### config.mk
export PLATFORM = sky130hd
export DESIGN_NAME = sap1_controller
export DESIGN_NICKNAME = d
export VERILOG_FILES = /design/src/rtl/sap1_pkg.sv /design/src/rtl/sap1_ring_counter.sv /design/src/rtl/sap1_controller.sv
export SDC_FILE = /design/constraint.sdc
export NUM_CORES = 1
export LEC_CHECK = 0
export BUFFER_PORTS_ARGS = -buffer_cell sky130_fd_sc_hd__buf_2
export CORE_AREA = 2 2 39 41
export DETAILED_ROUTE_END_ITERATION = 16
export DIE_AREA = 0 0 41 43
export PLACE_DENSITY = 0.73
export REMOVE_ABC_BUFFERS = 1
export SYNTH_ARGS = -nofsm -noshare
export SYNTH_HDL_FRONTEND = slang
export SYNTH_SLANG_ARGS = --single-unit
### constraint.sdc
create_clock -name clk -period 1.7 [get_ports clk]
set_clock_uncertainty 0.15 [all_clocks]
set_input_delay 0.17 -clock clk [delete_from_list [all_inputs] [get_ports clk]]
set_output_delay 0.17 -clock clk [all_outputs]
set_load 0.02 [all_outputs]
### src/rtl/sap1_pkg.sv
// SAP-1 controller shared definitions: opcodes, T-state encoding, control word.
package sap1_pkg;

  localparam logic [3:0] OP_LDA = 4'b0000;
  localparam logic [3:0] OP_ADD = 4'b0001;
  localparam logic [3:0] OP_SUB = 4'b0010;
  localparam logic [3:0] OP_OUT = 4'b1110;
  localparam logic [3:0] OP_HLT = 4'b1111;

  // Encoding order is visible on the tstate debug port.
  typedef enum logic [2:0] {
    T1     = 3'd0,
    T2     = 3'd1,
    T3     = 3'd2,
    WAIT   = 3'd3,
    T4     = 3'd4,
    T5     = 3'd5,
    T6     = 3'd6,
    HALTED = 3'd7
  } tstate_t;

  typedef struct packed {
    logic pc_inc;
    logic pc_en_n;
    logic mar_load_n;
    logic ram_en_n;
    logic ir_load_n;
    logic ir_en_n;
    logic a_load_n;
    logic a_en_n;
    logic b_load_n;
    logic alu_sub;
    logic alu_en_n;
    logic out_load_n;
    logic halt;
  } ctrl_word_t;

  // Every strobe deasserted: active-low ones high, active-high ones low.
  localparam ctrl_word_t CTRL_IDLE = '{
    pc_inc:     1'b0,
    pc_en_n:    1'b1,
    mar_load_n: 1'b1,
    ram_en_n:   1'b1,
    ir_load_n:  1'b1,
    ir_en_n:    1'b1,
    a_load_n:   1'b1,
    a_en_n:     1'b1,
    b_load_n:   1'b1,
    alu_sub:    1'b0,
    alu_en_n:   1'b1,
    out_load_n: 1'b1,
    halt:       1'b0
  };

endpackage

### src/rtl/sap1_ring_counter.sv
// T-state sequencer: owns the state register and the IR-settle wait counter.
module sap1_ring_counter
  import sap1_pkg::*;
#(
  parameter int IR_LAT = 1
) (
  input  logic       clk,
  input  logic       rst,
  input  logic       is_hlt,
  output logic [2:0] tstate
);

  // Reload value so that WAIT lasts exactly IR_LAT cycles.
  localparam logic [1:0] LAT_M1 = (IR_LAT > 0) ? 2'(IR_LAT - 1) : 2'd0;

  tstate_t    state, state_nxt;
  logic [1:0] cnt, cnt_nxt;

  // State and wait-counter registers; reset returns to the start of fetch.
  always_ff @(posedge clk) begin
    if (rst) begin
      state <= T1;
      cnt   <= 2'd0;
    end else begin
      state <= state_nxt;
      cnt   <= cnt_nxt;
    end
  end

  // Next-state logic: fetch, optional settle wait, execute, or park in HALTED.
  always_comb begin
    state_nxt = state;
    cnt_nxt   = cnt;
    case (state)
      T1: state_nxt = T2;
      T2: state_nxt = T3;
      T3: begin
        if (IR_LAT > 0) begin
          state_nxt = WAIT;
          cnt_nxt   = LAT_M1;
        end else begin
          state_nxt = T4;
        end
      end
      WAIT: begin
        if (cnt == 2'd0) state_nxt = T4;
        else             cnt_nxt   = cnt - 2'd1;
      end
      T4:      state_nxt = is_hlt ? HALTED : T5;
      T5:      state_nxt = T6;
      T6:      state_nxt = T1;
      HALTED:  state_nxt = HALTED;
      default: state_nxt = T1;
    endcase
  end

  assign tstate = state;

endmodule

### src/rtl/sap1_controller.sv
// SAP-1 controller-sequencer: Moore decode of the T-state plus live opcode
// into the active-low datapath strobes.
module sap1_controller
  import sap1_pkg::*;
#(
  parameter int OP_W   = 4,
  parameter int IR_LAT = 1
) (
  input  logic            clk,
  input  logic            rst,
  input  logic [OP_W-1:0] opcode,
  output logic            pc_inc,
  output logic            pc_en_n,
  output logic            mar_load_n,
  output logic            ram_en_n,
  output logic            ir_load_n,
  output logic            ir_en_n,
  output logic            a_load_n,
  output logic            a_en_n,
  output logic            b_load_n,
  output logic            alu_sub,
  output logic            alu_en_n,
  output logic            out_load_n,
  output logic            halt,
  output logic [2:0]      tstate
);

  localparam logic [OP_W-1:0] C_LDA = OP_W'(OP_LDA);
  localparam logic [OP_W-1:0] C_ADD = OP_W'(OP_ADD);
  localparam logic [OP_W-1:0] C_SUB = OP_W'(OP_SUB);
  localparam logic [OP_W-1:0] C_OUT = OP_W'(OP_OUT);
  localparam logic [OP_W-1:0] C_HLT = OP_W'(OP_HLT);

  tstate_t    st;
  ctrl_word_t cw;
  logic       is_hlt;

  assign is_hlt = (opcode == C_HLT);

  sap1_ring_counter #(.IR_LAT(IR_LAT)) u_ring (
    .clk    (clk),
    .rst    (rst),
    .is_hlt (is_hlt),
    .tstate (tstate)
  );

  assign st = tstate_t'(tstate);

  // Control-word decode; opcode only matters in T4-T6, and reset masks everything.
  always_comb begin
    cw = CTRL_IDLE;
    case (st)
      T1: begin
        cw.pc_en_n    = 1'b0;
        cw.mar_load_n = 1'b0;
      end
      T2: cw.pc_inc = 1'b1;
      T3: begin
        cw.ram_en_n  = 1'b0;
        cw.ir_load_n = 1'b0;
      end
      T4: begin
        if (opcode == C_LDA || opcode == C_ADD || opcode == C_SUB) begin
          cw.ir_en_n    = 1'b0;
          cw.mar_load_n = 1'b0;
        end else if (opcode == C_OUT) begin
          cw.a_en_n     = 1'b0;
          cw.out_load_n = 1'b0;
        end else if (opcode == C_HLT) begin
          cw.halt = 1'b1;
        end
      end
      T5: begin
        if (opcode == C_LDA) begin
          cw.ram_en_n = 1'b0;
          cw.a_load_n = 1'b0;
        end else if (opcode == C_ADD || opcode == C_SUB) begin
          cw.ram_en_n = 1'b0;
          cw.b_load_n = 1'b0;
        end
      end
      T6: begin
        if (opcode == C_ADD || opcode == C_SUB) begin
          cw.alu_en_n = 1'b0;
          cw.a_load_n = 1'b0;
          cw.alu_sub  = (opcode == C_SUB);
        end
      end
      HALTED:  cw.halt = 1'b1;
      default: cw = CTRL_IDLE;
    endcase
    if (rst) cw = CTRL_IDLE;
  end

  assign pc_inc     = cw.pc_inc;
  assign pc_en_n    = cw.pc_en_n;
  assign mar_load_n = cw.mar_load_n;
  assign ram_en_n   = cw.ram_en_n;
  assign ir_load_n  = cw.ir_load_n;
  assign ir_en_n    = cw.ir_en_n;
  assign a_load_n   = cw.a_load_n;
  assign a_en_n     = cw.a_en_n;
  assign b_load_n   = cw.b_load_n;
  assign alu_sub    = cw.alu_sub;
  assign alu_en_n   = cw.alu_en_n;
  assign out_load_n = cw.out_load_n;
  assign halt       = cw.halt;

endmodule

### Word-level counts from Yosys, hierarchy flattened

Cells that the tools add are included.

| storage, ports and cells | value |
|---|---|
| bits in registers | 5 |
| latch bits | 0 |
| bits in writable memories | 0 |
| memory bits (read-only) | 0 |
| input port bits | 6 |
| output and inout port bits | 16 |
| word-level logic and storage cells | 53 |
| memories kept | 0 |

| operators by class | value |
|---|---|
| add/subtract/negate cells | 1 |
| multiply operators | 0 |
| divide/modulo/power cells | 0 |
| order comparisons | 0 |
| equal/unequal tests | 13 |
| shift-type cells | 0 |
| multiplexer cells | 29 |
| bitwise logic cells | 0 |
| reductions and logical operators | 8 |

Operator list:

| operator | count |
|---|---|
| one-hot mux 3 bit (8 select lines) | 1 |
| two-way mux 1 bit | 16 |
| two-way mux 13 bit | 1 |
| == test 3 bit (second input constant) | 4 |
| two-way mux 2 bit | 5 |
| == test 4 bit (second input constant) | 2 |
| one-hot mux 1 bit (2 select lines) | 4 |
| == test 3 x 2 -> 1 bit (second input constant) | 2 |
| == test 4 x 1 -> 1 bit (second input constant) | 1 |
| == test 4 x 2 -> 1 bit (second input constant) | 1 |
| zero test 4 bit | 1 |
| one-hot mux 2 bit (2 select lines) | 1 |
| == test 3 x 1 -> 1 bit (second input constant) | 1 |
| zero test 3 bit | 1 |
| logical OR 1 bit | 3 |
| two-way mux 3 bit | 1 |
| zero test 2 bit | 1 |
| inequality test 2 x 1 -> 1 bit (second input constant) | 1 |
| inequality test 2 bit (second input constant) | 1 |
| AND reduction 2 bit | 1 |
| nonzero test 2 bit | 1 |
| subtractor 2 x 1 -> 2 bit (second input constant) | 1 |

### Depth between registers and ports, before layout

| logic depth | value |
|---|---|
| depth after elaboration | 6 |
| mapped depth | 5 |
| gate-level depth less buffers | 5 |

### Cells and area by module

From an unflattened synthesis, not the netlist that was laid out.

| unflattened totals | value |
|---|---|
| cell total of the unflattened synthesis | 63 |
| area, all modules | 455.4 µm² |

By module, submodules not included:

| module | instances | cells an instance | area each (µm²) | sequential area each (µm²) |
|---|---|---|---|---|
| sap1_ring_counter | 1 | 27 | 241.5 | 100.1 |
| sap1_controller | 1 | 36 | 214.0 | 0.0 |

### Least setup slack after synthesis

No wires, ideal clock.

| path | value |
|---|---|
| path type | register to output |
| from | register (tool-made name) |
| to | output port alu_sub |
| arrival | 1.545 ns |
| required time | 1.380 ns |
| slack | -0.165 ns |
| cell stages (with the launch flop) | 4 |
| buffers on the path | 1 |
| cell sequence | dfxtp_1 buf_6 or4b_4 nor4b_2 |

RTL lines:

| element | line | text |
|---|---|---|
| to (decl) | sap1_controller.sv:21 | `output logic alu_sub,` |

==> flow_metrics.env <==
export IMPL_setup_viol=6
export IMPL_pin_count=22
export IMPL_core_um2=1380
export IMPL_hold_viol=0
export IMPL_seqCellArea_um2=103
export IMPL_grt_pass1_wl_um=1740
export IMPL_cp_data_arrival_time_ps=1450
export IMPL_maxSlewViolCount=0
export IMPL_total_power_uw=411
export IMPL_final_common_cell="buf_2"
export IMPL_grt_antenna_before_repair=0
export IMPL_drt_iter0_drc=10
export IMPL_tritoncts_num_buffers=3
export IMPL_fp_dieH_um=43
export IMPL_r2r_slack_ps=80
export IMPL_worstHoldPathType="in -> reg"
export IMPL_relSlewSlack_pct=78.2
export IMPL_syn_area_um2=453
export IMPL_holdBufCountCts=0
export IMPL_yosys_warnings=0
export IMPL_grt_usage_pct=14.3
export IMPL_powerDensity_nw_per_um2=675
export IMPL_fin_nets=93
export IMPL_diodes=0
export IMPL_cts_tree="built"
export IMPL_multiInputGateArea_um2=305
export IMPL_ys_seq_elements=5
export IMPL_endpoint_kind="output port"
export IMPL_h_tree_depth=1
export IMPL_drc=0
export IMPL_grt_pass1_vias=450
export IMPL_finalWeightedCongestion=0.700
export IMPL_floorplan_initialDensity_pct=32.7
export IMPL_synth_compound_area_share_pct=15.7
export IMPL_yosysUniqueCellTypes=28
export IMPL_fill_cells=134
export IMPL_startpoint_type="flop"
export IMPL_hpwl_um=858
export IMPL_grt_remaining_overflow=0
export IMPL_wl_per_cell_um=11.3
export IMPL_synthFlopType="dfxtp_1"
export IMPL_synth_seq_area_share_pct=22.1
export IMPL_clock_sinks=5
export IMPL_critPathKind="reg -> out"
export IMPL_root_buffer="clkbuf_4"
export IMPL_ir_drop_mv=0.243
export IMPL_final_layout_size_suffix_gt1_share_pct=40.0
export IMPL_mostFrequentLayoutCells="19 x buf_2, 8 x nand2_1, 5 x nor2_1, 5 x buf_4"
export IMPL_violations="setup timing"
export IMPL_port_buffers=21
export IMPL_async_flop_share_pct=0
export IMPL_clockBufferDepth=2
export IMPL_p_leak_uw=0.000256
export IMPL_worst_slack_ps=-70.7
export IMPL_required_ps=1380
export IMPL_die_x_um=41
export IMPL_dieArea_um2=1760
export IMPL_drv_cap=0
export IMPL_rsz0062_at_grt="yes"
export IMPL_status="complete, but fails checks"
export IMPL_hold_worst_slack_ps=113
export IMPL_dr_pass1_iters=5
export IMPL_viasPerCell=5.24
export IMPL_critical_path_max_fanout=4
export IMPL_vias=529
export IMPL_grt_max_degree=13
export IMPL_worstMarginPinSlew_ps=327
export IMPL_clock_fmax_ghz=0.565
export IMPL_synthMuxAreaShare_pct=2.21
export IMPL_wl_um=1150
export IMPL_syn_inst=63
export IMPL_synth_avg_cell_area_um2=7.19
export IMPL_synth_xor_area_share_pct=1.93
export IMPL_post_cts_buffers=0
export IMPL_detail_route_antenna_nets=0
export IMPL_synth_adder_area_share_pct=2.76
export IMPL_synth_top_family_by_area="simple AND/OR/NAND/NOR gates"
export IMPL_synth_edf_count=0
export IMPL_layout_area_overhead_vs_synth_pct=34.5
export IMPL_yosys_area_share_simple_pct=43.9
export IMPL_insertion_delay_ps=240
export IMPL_clk_pin_slew_ps=50
export IMPL_min_period_ps=1770
export IMPL_row_count=14
export IMPL_period_share_pct=104
power by group:
group	switching, µW	total [µW]	internal, µW
Sequential	15.5	141	126
Clock	52.9	142	89.0
Combinational	74.7	128	53.4
worst paths after layout:
check                                    from               end  cells after the start
worst max-delay path                     flop           alu_sub                      3
worst min-delay path                      rst  u_ring.tstate[1]                      3
worst max register to register  u_ring.cnt[0]     u_ring.cnt[1]                      4
worst min register to register  u_ring.cnt[1]     u_ring.cnt[1]                      2
logic make-up after synthesis:
family / Yosys count
flip-flops: 5
XOR/XNOR: 1
adder cells (fa/ha/maj): 1
AND/OR/NAND/NOR: 33
buffers and inverters: 10
AO/OA/AOI/OAI: 12
multiplexers: 1
routing by layer:
layer,share of wire (%),vias up,GRT usage [%]
met5,0,-,0
met4,0,0,8.67
met3,3.1,0,1.57
met2,53,12,22.2
met1,44,254,17.7
li1,-,263,-
final cells by class:
class                           instances  share of cell area (%)
Inverter                                3                    1.85
Sequential cell                         5                    16.8
Clock buffer                            4                    4.31
Timing Repair Buffer                   25                    23.6
Multi-Input combinational cell         48                    50.1
Tap cell                               16                    3.29
cell usage after synthesis (2+ instances only):
| master | number | share of area (%) |
|---|---|---|
| nand2_1 | 8 | 6.6 |
| a21oi_1 | 5 | 5.5 |
| dfxtp_1 | 5 | 22 |
| nor2_1 | 5 | 4.1 |
| nor3_1 | 4 | 4.4 |
| a31oi_1 | 3 | 4.1 |
| clkbuf_1 | 3 | 2.5 |
| inv_1 | 3 | 2.5 |
| nand2b_1 | 3 | 4.1 |
| nand3_1 | 3 | 3.3 |
| buf_2 | 2 | 2.2 |
| nor2b_1 | 2 | 2.8 |
| or4b_1 | 2 | 4.4 |
through the flow:
| stage | setup TNS [ps] | setup slack [ps] | cell area [µm²] | util [%] | cells |
|---|---|---|---|---|---|
| finish | -246 | -70.7 | 609 | 44.0 | 101 |
| global route | -660 | -131 | 609 | 44.0 | 101 |
| CTS | -314 | -95.0 | 607 | 43.9 | 101 |
| detailed placement | 0 | 95.9 | 568 | 41.0 | 97 |
| global placement | 0 | 119 | 568 | 41.0 | 97 |
| floorplan | -203 | -172 | 413 | - | 56 |
critical path, cell delays in order, from the launching register on:
cell	delay (ps)
dfxtp_2	320
or4b_4	490
nor4b_2	210
buf_2	190
what timing repair did:
action / CTS / global route
setup endpoints to repair: 7 / 7
resized for setup: 5 / 1
pin swaps: 0 / 1
Note: power is estimated with default switching activity, not from simulation.
